`config.mk`:
```
export PLATFORM = sky130hd
export DESIGN_NAME = clk_window_scheduler
export DESIGN_NICKNAME = d
export VERILOG_FILES = /design/src/rtl/clk_window_scheduler.sv
export SDC_FILE = /design/constraint.sdc
export NUM_CORES = 1
export LEC_CHECK = 0
export CAP_MARGIN = 20
export CORE_MARGIN = 2
export CORE_UTILIZATION = 55
export DETAILED_ROUTE_END_ITERATION = 12
export GPL_TIMING_DRIVEN = 0
export HOLD_SLACK_MARGIN = 0.08
export PLACE_DENSITY = 0.83
export SYNTH_ARGS = -nofsm -noshare
export SYNTH_HDL_FRONTEND = slang
export SYNTH_SLANG_ARGS = --single-unit
export TNS_END_PERCENT = 20
```
`constraint.sdc`:
```
create_clock -name clk -period 4.4 [get_ports clk]
set_clock_uncertainty 0.05 [all_clocks]
set_input_delay 1.32 -clock clk [delete_from_list [all_inputs] [get_ports clk]]
set_output_delay 1.32 -clock clk [all_outputs]
set_load 0.01 [all_outputs]
```
`src/rtl/clk_window_scheduler.sv`:
```
// Phase counter and window programming for a bank of clock-generation
// comparators. Windows and period live in shadow registers and move to the
// active set together, either immediately while idle or on a counter wrap
// while running. This keeps generated clocks from glitching mid-period.

// Per-channel bound pair: a shadow copy written by software and an active copy
// seen by the comparator.
module cws_chan #(
  parameter int CNT_W = 32
) (
  input  logic             clk,
  input  logic             reset,
  input  logic             wr_lo,
  input  logic             wr_hi,
  input  logic             commit,
  input  logic [CNT_W-1:0] data,
  output logic [CNT_W-1:0] lower,
  output logic [CNT_W-1:0] upper
);
  logic [CNT_W-1:0] sh_lo, sh_hi;

  // Shadow capture. On a commit the active copy takes the post-write value,
  // so a write in the same cycle is included in that commit.
  always_ff @(posedge clk or negedge reset) begin
    if (!reset) begin
      sh_lo <= '0;
      sh_hi <= '0;
      lower <= '0;
      upper <= '0;
    end else begin
      if (wr_lo) sh_lo <= data;
      if (wr_hi) sh_hi <= data;
      if (commit) begin
        lower <= wr_lo ? data : sh_lo;
        upper <= wr_hi ? data : sh_hi;
      end
    end
  end
endmodule

module clk_window_scheduler #(
  parameter int                NUM_CH         = 4,
  parameter int                CNT_W          = 32,
  parameter int                ADDR_W         = 4,
  parameter logic [CNT_W-1:0]  DEFAULT_PERIOD = 4
) (
  input  logic                    clk,
  input  logic                    reset,
  input  logic                    enable,
  input  logic                    cfg_valid,
  output logic                    cfg_ready,
  input  logic [ADDR_W-1:0]       cfg_addr,
  input  logic [CNT_W-1:0]        cfg_data,
  input  logic                    cfg_commit,
  output logic                    commit_done,
  output logic                    cfg_err,
  output logic [CNT_W-1:0]        counter,
  output logic [NUM_CH*CNT_W-1:0] condition_lower,
  output logic [NUM_CH*CNT_W-1:0] condition_upper,
  output logic                    wrap,
  output logic                    busy
);
  localparam logic [CNT_W-1:0]  ONE    = CNT_W'(1);
  localparam logic [ADDR_W-1:0] MAX_A  = ADDR_W'(2*NUM_CH);

  typedef enum logic [1:0] {IDLE, RUN, PEND} state_t;
  state_t state;

  logic [CNT_W-1:0] per_act, per_sh, per_sh_nx, per_nx;
  logic acc, per_sel, per_wr, bad_wr, cmt_req, at_end, wrap_edge, apply;

  always_comb begin
    acc       = cfg_valid && cfg_ready;
    per_sel   = (cfg_addr == '0);
    bad_wr    = acc && ((cfg_addr > MAX_A) || (per_sel && cfg_data == '0));
    per_wr    = acc && per_sel && (cfg_data != '0);
    cmt_req   = cfg_commit && cfg_ready;
    // period_active is never zero, so the subtraction cannot underflow
    at_end    = (counter == per_act - ONE);
    wrap_edge = (state != IDLE) && at_end;
    // a commit taken on the wrap edge itself is applied right there
    apply     = ((state == IDLE) && cmt_req) ||
                (wrap_edge && ((state == PEND) || cmt_req));
    per_sh_nx = per_wr ? cfg_data : per_sh;
    per_nx    = apply ? per_sh_nx : per_act;
  end

  // Run/stop/pending control and the phase counter; stop only at a wrap.
  always_ff @(posedge clk or negedge reset) begin
    if (!reset) begin
      state     <= IDLE;
      counter   <= '0;
      busy      <= 1'b0;
      cfg_ready <= 1'b1;
    end else begin
      case (state)
        IDLE: if (enable) begin
          state   <= RUN;
          busy    <= 1'b1;
          counter <= (per_nx == ONE) ? '0 : ONE;
        end
        default: if (at_end) begin
          counter   <= '0;
          cfg_ready <= 1'b1;
          state     <= enable ? RUN : IDLE;
          busy      <= enable;
        end else begin
          counter <= counter + ONE;
          if (state == RUN && cmt_req) begin
            state     <= PEND;
            cfg_ready <= 1'b0;
          end
        end
      endcase
    end
  end

  // Period shadow/active and the one-cycle status pulses.
  always_ff @(posedge clk or negedge reset) begin
    if (!reset) begin
      per_sh      <= DEFAULT_PERIOD;
      per_act     <= DEFAULT_PERIOD;
      commit_done <= 1'b0;
      cfg_err     <= 1'b0;
      wrap        <= 1'b0;
    end else begin
      per_sh      <= per_sh_nx;
      per_act     <= per_nx;
      commit_done <= apply;
      cfg_err     <= bad_wr;
      wrap        <= wrap_edge;
    end
  end

  for (genvar k = 0; k < NUM_CH; k++) begin : g_ch
    localparam logic [ADDR_W-1:0] A_LO = ADDR_W'(2*k+1);
    localparam logic [ADDR_W-1:0] A_HI = ADDR_W'(2*k+2);
    cws_chan #(.CNT_W(CNT_W)) u_chan (
      .clk    (clk),
      .reset  (reset),
      .wr_lo  (acc && cfg_addr == A_LO),
      .wr_hi  (acc && cfg_addr == A_HI),
      .commit (apply),
      .data   (cfg_data),
      .lower  (condition_lower[k*CNT_W +: CNT_W]),
      .upper  (condition_upper[k*CNT_W +: CNT_W])
    );
  end
endmodule

```
# Word-level counts from Yosys, hierarchy flattened
# Index checks and enable logic that the tools add are counted.
totals:
  ff_bits: 615
  word_cells: 98
  input_bits: 41
op_classes:
  addsub: 2
  n_reduce_logical: 32
  bitwise_logic: 1
  magnitude_cmp: 1
  mux: 24
  n_eq_ne: 13
op_table:
  columns: ["cell", "count"]
  rows:
  - ["$mux 32", 13]
  - ["$add 32x1->32 const B", 1]
  - ["$eq 32x1->1 const B", 1]
  - ["$eq 32x32->1", 1]
  - ["$logic_not 32->1", 1]
  - ["$reduce_bool 32->1", 1]
  - ["$sub 32x1->32 const B", 1]
  - ["$logic_and 1x1->1", 18]
  - ["$eq 4x3->1 const B", 4]
  - ["$eq 4x2->1 const B", 2]
  - ["$mux 2", 4]
  - ["$mux 1", 7]
  - ["$reduce_and 2->1", 3]
  - ["$reduce_bool 2->1", 3]
  - ["$eq 4x1->1 const B", 1]
  - ["$eq 4x4->1 const B", 1]
  - ["$gt 4x4->1 const B", 1]
  - ["$logic_not 4->1", 1]
  - ["$logic_or 1x1->1", 3]
  - ["$reduce_bool 3->1", 1]
  - ["$eq 2x1->1 const B", 1]
  - ["$eq 2x2->1 const B", 1]
  - ["$logic_not 2->1", 1]
  - ["$ne 2x2->1 const B", 1]
  - ["$not 1->1", 1]

# Logic depth before layout (Yosys ltp)
logic_depth:
  ltp_word: 10
  ltp_mapped: 15

# By module
# Synthesis repeated with hierarchy kept, for this count alone.
hier_totals:
  hier_cells: 1899
  area_unflattened_um2: 28598.7
by_module_without_submodules:
  columns: ["module", "seq_area_each_um2", "area_per_inst_um2", "cells_per_inst", "n_inst"]
  rows:
  - ["cws_chan", 3203.1, 5275.1, 271, 4]
  - ["clk_window_scheduler", 2581.2, 7498.4, 815, 1]

# Least setup slack after synthesis
# OpenSTA, ideal clock, no wires.
synth_timing:
  path_kind: "register to register"
  start: "reg per_act[0]"
  end: "reg per_act[0]"
  path_stages_with_launch: 16
  synth_period_minus_slack_ns: 3.839
  setup_slack_ns: 0.561
  arrival_time_ns: 3.661
  setup_ns: 0.128
  path_buffers: 4
  cell_sequence: "dfrtp_1 -> inv_1 -> ha_1 -> or4b_1 -> clkbuf_1 -> or4_1 -> o21ai_0 -> nand4_1 -> nand4bb_1 -> a2111oi_4 -> nor2_2 -> o21ai_1 -> buf_4 -> buf_4 -> buf_6 -> mux2_1"
synth_between:
  elab_chain_len: 6
synth_rtl:
  columns: ["element", "line", "text"]
  rows:
  - ["from (decl)", "69", "logic [CNT_W-1:0] per_act, per_sh, per_sh_nx, per_nx;"]
  - ["from (signal assigned)", "128", "per_act <= per_nx;"]
  - ["$sub 32x1->32", "79", "at_end = (counter == per_act - ONE);"]
  - ["$eq 32x32->1", "79", null]
  - ["$logic_and 1x1->1", "80", "wrap_edge = (state != IDLE) && at_end;"]
  - ["$logic_and 1x1->1", "83", "(wrap_edge && ((state == PEND) || cmt_req));"]
  - ["$logic_or 1x1->1", "82", "apply = ((state == IDLE) && cmt_req) ||"]
  - ["net apply", "70", "logic acc, per_sel, per_wr, bad_wr, cmt_req, at_end, wrap_edge, apply;"]
  - ["$mux 32", "85", "per_nx = apply ? per_sh_nx : per_act;"]
  - ["net per_nx[0]", "69", null]
# The timed path passes the listed nets, and every way through them passes these cells.
# A chain may end at the register's enable or synchronous reset.

# Worst setup path after layout
layout_timing:
  start: "in cfg_data[3]"
  end: "reg per_act[24]"
layout_between:
  elab_chain_len: 4
layout_rtl:
  columns: ["element", "line", "text"]
  rows:
  - ["from (decl)", "53", "input logic [CNT_W-1:0] cfg_data,"]
  - ["$reduce_bool 32->1", "76", "per_wr = acc && per_sel && (cfg_data != '0);"]
  - ["$logic_and 1x1->1", "76", null]
  - ["$mux 32", "84", "per_sh_nx = per_wr ? cfg_data : per_sh;"]
  - ["net per_sh_nx[24]", "69", null]
  - ["$mux 32", "85", null]
  - ["net per_nx[24]", "69", null]
# The timed path passes the listed nets, and every way through them passes these cells.

==> results.md <==
* Sequential cell area fraction in the yosys report at 61.4%
* Slew HR at 31.6%
* PwrDens at 356 mW/mm^2
* Worst-Skew Late Latency at 0.62 ns
* DRT iter0 DRCs at 962
* Unrepaired setup endpoints after global routing: no
* Dpl ws at -0.689 ns
* Starting Density at 55.5%
* Reg2reg path depth at 15
* Crit start category: input port
* Slew Viols, Final at 0
* Crit path arrival time at 4.75 ns
* Total grt overflow at 0
* Worst-Margin Slew at 1.03 ns
* FF-to-FF setup slack at 0.13 ns
* Post-layout minimum cycle time at 4.32 ns
* Drc violations at 0
* Clock-pin slew of the registers on the worst-case setup and hold paths at 0.06 ns
* Hold crit path type: reg2reg
* CTS H-tree lvls at 2
* CP endpoint kind: register
* Die W at 218 um
* Crit-path max FO at 10
* Synth-to-Final Area Change at 24.7%
* Vias at 15,990
* Die H at 218 um
* MaxCap Viol Count at 0
* Cells after synthesis at 1,735
* Cell Chain, Critical Path: clkbuf_1 -> nor4_2 -> nand4_1 -> nor3_1 -> or4_1 -> clkbuf_1 -> buf_1 -> mux2_2 -> mux2_1
* Final Cycle Share at 98.2%
* CTS tree: yes
* Largest net degree at the start of global routing at 133
* Seq cells post-synth at 615
* Global placement routability congestion at 0.897
* Post-Syn Area at 0.0251 mm^2
* Synth warn at 0
* Post-detailed-route wirelength per cell at 24.4 um
* Hold Vio Cnt, Final at 0
* Reg-to-Reg End: g_ch[0].u_chan.lower[15]$_DFFE_PN0N_
* Total Routing Usage GR at 29.0%
* Most common cell on crit path: clkbuf_1
* Critical path's top delay family: simple AND/OR/NAND/NOR gates
* Ports at 334
* Die area at 0.0473 mm^2
* Vias in the first global route at 16,937
* Antenna-violating nets left at 0
* Fin Hold WS at 0.432 ns
* Grt met3 use at 7.04%
* CP bufs+invs at 3
* Main synth FF type: dfrtp_1
* IO Port Bufs at 300
* Syn avg cell area at 14.5 um^2
* Clock sink count at 615
* Peak Freq at 231 MHz
* CP max stage delay at 0.60 ns
* GR Util met1 at 36.6%
* R2R Path Start: per_act[4]$_DFF_PN0_
* Antenna cells at 0
* Core area at 0.0452 mm^2
* Num rows at 78
* Global-route wire length before repair at 104,000 um
* Critical path depth at 9
* Setup crit end: per_act[24]$_DFF_PN0_
* Vias per cell at 5.79
* Final setup fails at 0
* Layout filler cell count at 3,025
* Syn Nets at 1,778
* Async set-reset flop share out of synthesis at 100%
* Nets@finish at 2,155
* Fin worst setup slack at 0.0787 ns
* Final wirelength at 67,300 um
* CTS Root Cell: clkbuf_16
* Sequential cell area at 0.0154 mm^2
* Share of cells above drive strength 1 at 25.1%
* Critical Path RT at 4.83 ns
* Multi-input gate area at 0.00913 mm^2
* Setup crit start: cfg_data[3]
* Max IR drop VDD at 352 uV
* Busiest layer in global routing: met2
* GR Layer Usage met2 at 47.8%
* Initial antenna violation count at 3
* Yosys cell types at 64
* CTS Buf Count at 61
* Pre-antenna DRT Iters at 7
* Critical-path top delay cell: nor4_2
* Max Buffers Root-to-Sink at 3
* Run status: finished, final reports clean
* Pwr Total at 11.1 mW
* HPWL after DPL at 46,600 um
* Leakage Power at 15.4 nW
* EDFF count, synth at 0
* Critical path class: in2reg
final cells by class:
type / instances / share of cell area, %
sequential: 615 / 49.2
buffer: 116 / 2.09
clock inverter: 22 / 0.768
multi-input combinational: 988 / 29.2
timing repair buffer: 317 / 10.4
tap: 600 / 2.40
clock buffer: 92 / 5.77
inverter: 13 / 0.156
cell families after synthesis:
| family | Yosys count | synth area share, % |
|---|---|---|
| AND/OR/NAND/NOR | 256 | 5.61 |
| flip-flops | 615 | 61.4 |
| multiplexers | 578 | 25.9 |
| buffers and inverters | 132 | 2.76 |
| XOR/XNOR | 38 | 1.33 |
| AO/OA/AOI/OAI | 114 | 2.88 |
| adder cells (fa/ha/maj) | 2 | 0.0998 |
repair_timing:
action	CTS	global route
hold buffers	0	0
pin swaps	5	2
resized for setup	20	12
setup endpoints to repair	289	290
gates cloned	1	0
setup buffers	6	4
worst min path at each step:
stage	start	endpoint	slack, ns	depth (start not counted)
2_1_floorplan	g_ch[0].u_chan.sh_hi[0]$_DFF_PN0_	g_ch[0].u_chan.sh_hi[0]$_DFF_PN0_	0.40	2
3_3_place_gp	g_ch[3].u_chan.lower[12]$_DFFE_PN0N_	g_ch[3].u_chan.lower[12]$_DFFE_PN0N_	0.42	1
3_5_place_dp	g_ch[3].u_chan.upper[30]$_DFFE_PN0N_	g_ch[3].u_chan.upper[30]$_DFFE_PN0N_	0.42	1
4_1_cts	g_ch[3].u_chan.upper[30]$_DFFE_PN0N_	g_ch[3].u_chan.upper[30]$_DFFE_PN0N_	0.44	1
5_1_grt	g_ch[2].u_chan.upper[25]$_DFFE_PN0N_	g_ch[2].u_chan.upper[25]$_DFFE_PN0N_	0.44	1
6_report	g_ch[3].u_chan.upper[30]$_DFFE_PN0N_	g_ch[3].u_chan.upper[30]$_DFFE_PN0N_	0.43	1
routing by layer:
layer,wire [um],share of wire (%)
met1,26800,40
met3,4500,6.7
met2,33000,49
met4,3040,4.5
met5,0,0
per-stage QoR:
stage	utilization (%)	cell area [um^2]	instances	TNS, ns
6_report	69.2	31300	2763	0
5_1_grt	69.2	31300	2763	0
4_1_cts	69.0	31200	2761	0
3_5_place_dp	64.2	29000	2641	-152.90
3_3_place_gp	63.8	28800	2635	-
2_1_floorplan	-	25100	1735	0
Yosys cell counts (3+ instances only):
| cell | instances | share of area [%] |
|---|---|---|
| o311ai_0 | 3 | 0.10 |
| a31oi_1 | 30 | 0.75 |
| nor2_1 | 42 | 0.63 |
| nand4_1 | 16 | 0.40 |
| buf_6 | 23 | 1.0 |
| mux2i_1 | 5 | 0.20 |
| xnor2_1 | 23 | 0.80 |
| buf_2 | 8 | 0.16 |
| or4_1 | 11 | 0.33 |
| a21oi_1 | 25 | 0.50 |
| dfstp_2 | 3 | 0.31 |
| and3_1 | 6 | 0.15 |
| mux2_2 | 364 | 16 |
| mux2_1 | 209 | 9.4 |
| nand2_1 | 45 | 0.67 |
| nand3_1 | 20 | 0.40 |
| inv_1 | 13 | 0.19 |
| or3_1 | 20 | 0.50 |
| clkbuf_2 | 3 | 0.060 |
| dfrtp_1 | 612 | 61 |
| buf_1 | 20 | 0.30 |
| nor2b_1 | 4 | 0.10 |
| clkbuf_1 | 62 | 0.93 |
| xor2_1 | 15 | 0.52 |
| nand3b_1 | 4 | 0.12 |
| nor3_1 | 31 | 0.62 |
| nor4_1 | 33 | 0.82 |
| and4_1 | 4 | 0.14 |
| buf_4 | 3 | 0.090 |
| o21ai_0 | 32 | 0.64 |
placed cells by master (no fill, tap or decap), types with 5 or more instances in the layout:
master	instances
buf_1	20
or3_1	20
mux2i_1	5
nor2_1	42
buf_4	10
nor3_1	29
xnor2_1	23
clkdlybuf4s50_1	299
buf_6	24
nand2_1	44
mux2_2	364
dfrtp_1	611
clkbuf_1	77
mux2_1	209
clkbuf_8	14
inv_1	13
clkbuf_16	62
nand4_1	16
clkinv_2	11
and3_1	6
xor2_1	15
or4_1	10
nand3_1	20
o21ai_0	32
nor4_2	5
a21oi_1	25
nor4_1	27
buf_16	5
a31oi_1	30
worst register-to-register path, cell delays in order (launching register included):
cell and delay [ns]:
dfrtp_1 0.36, clkbuf_1 0.21, nor3_4 0.42, buf_4 0.19, nand4b_1 0.20, nor3_1 0.36
mux2i_1 0.35, nand4bb_1 0.21, a2111oi_4 0.37, buf_6 0.18, nor2_4 0.09, o21ai_4 0.23
buf_8 0.19, buf_8 0.20, buf_6 0.19, mux2_1 0.36
sequential cells by signal (all words and copies together), names as in the netlist:
name,count
state,2
g_ch.u_chan.sh_lo,128
g_ch.u_chan.upper,128
g_ch.u_chan.lower,128
cfg_ready,1
g_ch.u_chan.sh_hi,128
busy,1
per_act,32
commit_done,1
cfg_err,1
counter,32
per_sh,32
wrap,1
where the power goes:
group	internal (mW)	leakage [nW]	switching, mW
clock network	3.06	1.00	2.20
logic	0.0304	5.87	0.193
registers	5.66	8.55	0.0000000000531
No activity file was read; power rests on OpenSTA's default activity.
